$ cat config.mk
export PLATFORM = sky130hd
export DESIGN_NAME = cordic_serial_core
export DESIGN_NICKNAME = d
export VERILOG_FILES = /design/src/rtl/cordic_pkg.sv /design/src/rtl/serial_addsub.sv /design/src/rtl/cordic_serial_core.sv
export SDC_FILE = /design/constraint.sdc
export NUM_CORES = 1
export LEC_CHECK = 0
export BUFFER_PORTS_ARGS = -buffer_cell sky130_fd_sc_hd__buf_2
export CORE_ASPECT_RATIO = 1.5
export CORE_UTILIZATION = 45
export CTS_CLUSTER_DIAMETER = 120
export DETAILED_ROUTE_END_ITERATION = 8
export GPL_TIMING_DRIVEN = 0
export SLEW_MARGIN = 40
export SYNTH_ARGS = -nofsm -noshare
export SYNTH_HDL_FRONTEND = slang
export SYNTH_SLANG_ARGS = --single-unit
$ cat constraint.sdc
create_clock -name clk -period 3.9 [get_ports clk]
set_input_delay 0.585 -clock clk [delete_from_list [all_inputs] [get_ports clk]]
set_output_delay 0.585 -clock clk [all_outputs]
set_load 0.02 [all_outputs]
$ cat src/rtl/cordic_pkg.sv
// Shared types and elaboration-time angle table for the bit-serial CORDIC core.
package cordic_pkg;

    typedef enum logic {CORDIC_ROT = 1'b0, CORDIC_VEC = 1'b1} cordic_mode_e;

    typedef enum logic [1:0] {IDLE, SHIFT, LOAD, DONE} cordic_state_e;

    // atan(1/n) scaled by 2^58, from the alternating Taylor series.
    function automatic longint atan_recip(input longint n);
        longint acc, p, nn;
        acc = 0;
        p   = (longint'(1) <<< 58) / n;
        nn  = n * n;
        for (int k = 0; k < 40; k++) begin
            if (k % 2 == 0) acc = acc + p / longint'(2 * k + 1);
            else            acc = acc - p / longint'(2 * k + 1);
            p = p / nn;
        end
        return acc;
    endfunction

    // round(atan(2^-i) * 2^(width-2)); atan(1) = atan(1/2) + atan(1/3) keeps the series fast.
    function automatic longint cordic_atan(input int i, input int width);
        longint v;
        int     sh;
        if (i == 0) v = atan_recip(2) + atan_recip(3);
        else        v = atan_recip(longint'(1) <<< i);
        sh = 58 - (width - 2);
        return (v + (longint'(1) <<< (sh - 1))) >>> sh;
    endfunction

endpackage

$ cat src/rtl/serial_addsub.sv
// One-bit serial adder/subtractor; the registered carry acts as a borrow when sub=1.
module serial_addsub
    import cordic_pkg::*;
(
    input  logic clk,
    input  logic rst_n,
    input  logic a,
    input  logic b,
    input  logic sub,
    input  logic clr,
    output logic s
);

    logic c, c_nxt, a_e;

    assign a_e   = a ^ sub;
    assign s     = a ^ b ^ c;
    assign c_nxt = (a_e & b) | (a_e & c) | (b & c);

    always_ff @(posedge clk or negedge rst_n) begin
        if (!rst_n)   c <= 1'b0;
        else if (clr) c <= 1'b0;
        else          c <= c_nxt;
    end

endmodule

$ cat src/rtl/cordic_serial_core.sv
// Bit-serial CORDIC, rotation or vectoring per operation; one bit per clock per coordinate.
module cordic_serial_core
    import cordic_pkg::*;
#(
    parameter int WIDTH = 16,
    parameter int ITER  = 13
) (
    input  logic             clk,
    input  logic             rst_n,
    input  logic             start,
    input  logic             mode,
    input  logic [WIDTH-1:0] x0,
    input  logic [WIDTH-1:0] y0,
    input  logic [WIDTH-1:0] z0,
    output logic             busy,
    output logic             done,
    output logic [WIDTH-1:0] x,
    output logic [WIDTH-1:0] y,
    output logic [WIDTH-1:0] z
);

    localparam int BW = $clog2(WIDTH);
    localparam int IW = (ITER > 1) ? $clog2(ITER) : 1;
    localparam int AW = $clog2(ITER + 1);

    function automatic logic [ITER:0][WIDTH-1:0] atan_table();
        logic [ITER:0][WIDTH-1:0] t;
        for (int i = 0; i <= ITER; i++) t[i] = WIDTH'(cordic_atan(i, WIDTH));
        return t;
    endfunction

    localparam logic [ITER:0][WIDTH-1:0] ATAN_TAB = atan_table();

    cordic_state_e    state, state_nxt;
    cordic_mode_e     mode_q;
    logic [BW-1:0]    bit_cnt;
    logic [IW-1:0]    iter;
    logic             sig_pos;
    logic [WIDTH-1:0] wx, wy, wz, ang, rx, ry, rz;
    logic             sx, sy, sz, clr;
    logic [BW-1:0]    sel;
    logic [AW-1:0]    nxt_idx;
    logic             last_bit, last_iter;

    assign sel       = BW'(iter);
    assign nxt_idx   = AW'(iter) + AW'(1);
    assign last_bit  = (bit_cnt == BW'(WIDTH - 1));
    assign last_iter = (iter == IW'(ITER - 1));
    assign clr       = (state != SHIFT);

    // Working registers shift each bit, so bit [sel] of the cross operand is (v >>> iter)[bit].
    serial_addsub u_sx (.clk(clk), .rst_n(rst_n), .a(wx[0]), .b(wy[sel]), .sub(sig_pos),  .clr(clr), .s(sx));
    serial_addsub u_sy (.clk(clk), .rst_n(rst_n), .a(wy[0]), .b(wx[sel]), .sub(~sig_pos), .clr(clr), .s(sy));
    serial_addsub u_sz (.clk(clk), .rst_n(rst_n), .a(wz[0]), .b(ang[0]),  .sub(sig_pos),  .clr(clr), .s(sz));

    always_ff @(posedge clk or negedge rst_n) begin
        if (!rst_n) state <= IDLE;
        else        state <= state_nxt;
    end

    always_comb begin
        state_nxt = state;
        busy      = 1'b0;
        done      = 1'b0;
        case (state)
            IDLE:    if (start) state_nxt = SHIFT;
            SHIFT: begin
                busy = 1'b1;
                if (last_bit) state_nxt = LOAD;
            end
            LOAD: begin
                busy      = 1'b1;
                state_nxt = last_iter ? DONE : SHIFT;
            end
            DONE: begin
                done      = 1'b1;
                state_nxt = IDLE;
            end
            default: state_nxt = IDLE;
        endcase
    end

    always_ff @(posedge clk or negedge rst_n) begin
        if (!rst_n) begin
            mode_q  <= CORDIC_ROT;
            sig_pos <= 1'b0;
            bit_cnt <= '0;
            iter    <= '0;
            {wx, wy, wz, ang} <= '0;
            {rx, ry, rz}      <= '0;
            {x, y, z}         <= '0;
        end else begin
            case (state)
                IDLE: if (start) begin
                    wx      <= x0;
                    wy      <= y0;
                    wz      <= z0;
                    ang     <= ATAN_TAB[0];
                    mode_q  <= cordic_mode_e'(mode);
                    sig_pos <= mode ? y0[WIDTH-1] : ~z0[WIDTH-1];
                    bit_cnt <= '0;
                    iter    <= '0;
                end
                SHIFT: begin
                    wx      <= {wx[WIDTH-1], wx[WIDTH-1:1]};
                    wy      <= {wy[WIDTH-1], wy[WIDTH-1:1]};
                    wz      <= {wz[WIDTH-1], wz[WIDTH-1:1]};
                    ang     <= {1'b0, ang[WIDTH-1:1]};
                    rx      <= {sx, rx[WIDTH-1:1]};
                    ry      <= {sy, ry[WIDTH-1:1]};
                    rz      <= {sz, rz[WIDTH-1:1]};
                    bit_cnt <= bit_cnt + BW'(1);
                end
                LOAD: begin
                    wx      <= rx;
                    wy      <= ry;
                    wz      <= rz;
                    ang     <= ATAN_TAB[nxt_idx];
                    sig_pos <= (mode_q == CORDIC_VEC) ? ry[WIDTH-1] : ~rz[WIDTH-1];
                    bit_cnt <= '0;
                    if (last_iter) begin
                        x <= rx;
                        y <= ry;
                        z <= rz;
                    end else begin
                        iter <= iter + IW'(1);
                    end
                end
                default: ;
            endcase
        end
    end

endmodule

==> reports/metrics.yaml <==
logic_synthesis:
  ys_warn_count: 0
  synth_edf_count: 0
  syn_area_um2: 7970
  synth_area_per_cell_um2: 11.8
  synthArstFlopShare: 1.00
  postSynthCellCount: 675
  ys_types: 45
  synth_seq_area_share: 0.543
  synth_nets: 739
  synth-main-ff-cell: "dfrtp_1"
  ys_seq_elements: 173
detailed_routing:
  drtIter0Drc: 343
  detail-route-antenna-nets: 0
  drc_errors: 0
  vias_per_cell: 5.79
  avgRoutedWirePerCell_um: 20.3
  drtPass1Iterations: 6
  finalWirelength_um: 20700
  vias: 5921
die:
  io_pins: 102
  die_w_um: 111
  start_util: 0.459
  core_um2: 17300
  die_y_um: 165
  dieArea_um2: 18300
  rows: 59
worst_setup_path:
  ff2ff_path_depth: 8
  critPathCaptureType: "flop"
  cp-start-kind: "flop"
  worstSetupPathType: "flop to flop"
  critPathArrivalTime_ps: 3140
  worstPathRequired_ps: 4220
  critical_path.max_fanout: 10
power:
  ir_drop_mv: 0.419
  power_density_nw_per_um2: 898
  power.static_leakage_nw: 4.46
clock_tree:
  cts_tree: "done"
  cts_resized: 0
  clk_latency_ps: 430
  cts_hold_buf: 0
  cts.clk_slew.worst_paths_ps: 70
  cts_buffers: 17
  cts_buffer_depth: 2
  htree_levels: 4
  root_buffer: "clkbuf_16"
  post_cts_buffers: 0
  cts.sinks: 173
sta:
  tightest_slew_ps: 715
  layout_min_cycle_time_ps: 2820
  fin_ws_ps: 1080
  skew_ps: 9.04
  hold_violations: 0
  fin_crit_sh: 0.722
  drv_slew: 0
  rsz0062_at_grt: "false"
  max_slew_margin: 0.522
  setup_viol: 0
  fin_tns_setup_ps: 0
  max_freq_mhz: 355
status:
  status: "finished clean"
global_route:
  grt_busiest_layer: "met2"
  gr-usage-all-layers: 0.235
  grtUsageMet1: 0.273
  grt_pass1_wl_um: 32700
  overflow: 0
  antenna_found_initial: 0
  met3_usage: 0.0451
  grt_pass1_vias: 6080
  grtUsageMet2: 0.424
  grt_max_degree: 66
place:
  port_buffers: 101
  hpwl_um: 15200
  gp_congestion: 0.827
  pre_cts_slack_ps: 1090
layout:
  final_util: 0.542
  nNetsFinal: 861
  syn2layout_area_growth_pct: 18.0
  final_layout_size_suffix_gt1_frac: 0.302
  n_antenna_cell: 0
worst_hold_path:
  min_path_type: "primary input to asynchronous set/reset pin"
job:
  max-cap-violations: 0
[cells by family after synthesis]
kind of cell | share of synthesized area
AO/OA/AOI/OAI | 0.139
AND/OR/NAND/NOR | 0.0788
multiplexers | 0.175
buffers and inverters | 0.0327
adder cells (fa/ha/maj) | 0.0188
flip-flops | 0.543
XOR/XNOR | 0.0121
[per-layer routing]
metal / share of wire / up-vias
met5: 0 / -
met4: 0.027 / 0
met3: 0.037 / 40
met2: 0.53 / 164
met1: 0.41 / 2991
li1: - / 2726
[final timing paths]
kind / from / endpoint / slack, ps
hold / removal: rst_n / ang[10] / 40
setup / recovery: state[0] / ang[13] / 1080
hold reg to reg: ang[4] / ang[4] / 480
min in group clk: mode / mode_q / 420
setup reg to reg: state[0] / ang[13] / 1080
max in group asynchronous: rst_n / ry[0] / 3200
[critical path, cell delays in order, from the launching register on]
cell      delay (ps)
dfrtp_1          410
inv_1            100
ha_1             330
buf_2            230
clkinv_1         250
o21ai_0          420
clkbuf_1         510
o221ai_1         280
o21a_1           170
[placed cells by master, fill, tap and decap left out, drive strengths merged, types with 3 or more instances in the layout]
cell type / netlist / final
inv: 8 / 16
clkbuf: 39 / 56
nand3: 11 / 11
mux2: 98 / 98
nor3: 4 / 4
clkinvlp: 0 / 4
mux2i: 9 / 9
a221oi: 48 / 48
buf: 13 / 116
o21ai: 23 / 23
dfrtp: 173 / 173
mux4: 8 / 8
clkinv: 2 / 3
xor2: 4 / 4
a21oi: 11 / 11
ha: 12 / 12
nor2b: 3 / 3
a22oi: 8 / 8
nand2: 64 / 64
o211ai: 3 / 3
nor2: 59 / 59
a22o: 4 / 4
o31ai: 40 / 40
nand2b: 3 / 3
xnor2: 7 / 7
[layout make-up]
class / count / area [µm²]
inverters: 10 / 37.5
flip-flops and latches: 173 / 4330
clock inverters: 15 / 174
well taps: 213 / 267
clock buffers: 17 / 425
multi-input cells: 440 / 3380
plain buffers: 52 / 223
fillers: 1527 / 7940
repair buffers: 103 / 571
[flip-flops by register name, summed over array words and instances, names as in the netlist, 2 cells and up]
signal   flops
state        2
rx          16
wy          16
x           16
ang         14
wz          16
wx          16
y           16
z           16
iter         4
ry          16
bit_cnt      4
rz          16
[report_power, final]
part / internal (mW) / switching (mW) / total [mW]
combinational: 1.49 / 2.22 / 3.72
sequential: 2.42 / 0.556 / 2.98
clock: 0.965 / 0.779 / 1.74
[Yosys cell counts (3+ instances only)]
cell type | number | area share
dfrtp_1 | 173 | 0.54
mux2_2 | 97 | 0.14
nand2_1 | 64 | 0.030
nor2_1 | 59 | 0.028
a221oi_1 | 48 | 0.053
o31ai_1 | 40 | 0.038
clkbuf_1 | 39 | 0.018
o21ai_0 | 23 | 0.014
ha_1 | 12 | 0.019
a21oi_1 | 11 | 0.0069
nand3_1 | 11 | 0.0069
mux2i_1 | 9 | 0.011
a22oi_1 | 8 | 0.0075
inv_1 | 8 | 0.0038
buf_2 | 7 | 0.0044
xnor2_1 | 7 | 0.0077
mux4_1 | 5 | 0.016
a22o_1 | 4 | 0.0044
buf_1 | 4 | 0.0019
nor3_1 | 4 | 0.0025
xor2_1 | 4 | 0.0044
mux4_2 | 3 | 0.0085
nand2b_1 | 3 | 0.0024
nor2b_1 | 3 | 0.0024
o211ai_1 | 3 | 0.0028
[metrics by stage]
stage	power [mW]	instances	hold WS, ps	cell area (µm²)
2_1_floorplan	5.55	675	289	7970
3_3_place_gp	6.59	989	460	8740
3_5_place_dp	6.72	991	469	8810
4_1_cts	8.50	1023	46.8	9410
5_1_grt	9.02	1023	61.5	9410
6_report	8.44	1023	37.3	9410
No activity file was read; power rests on OpenSTA's default activity.
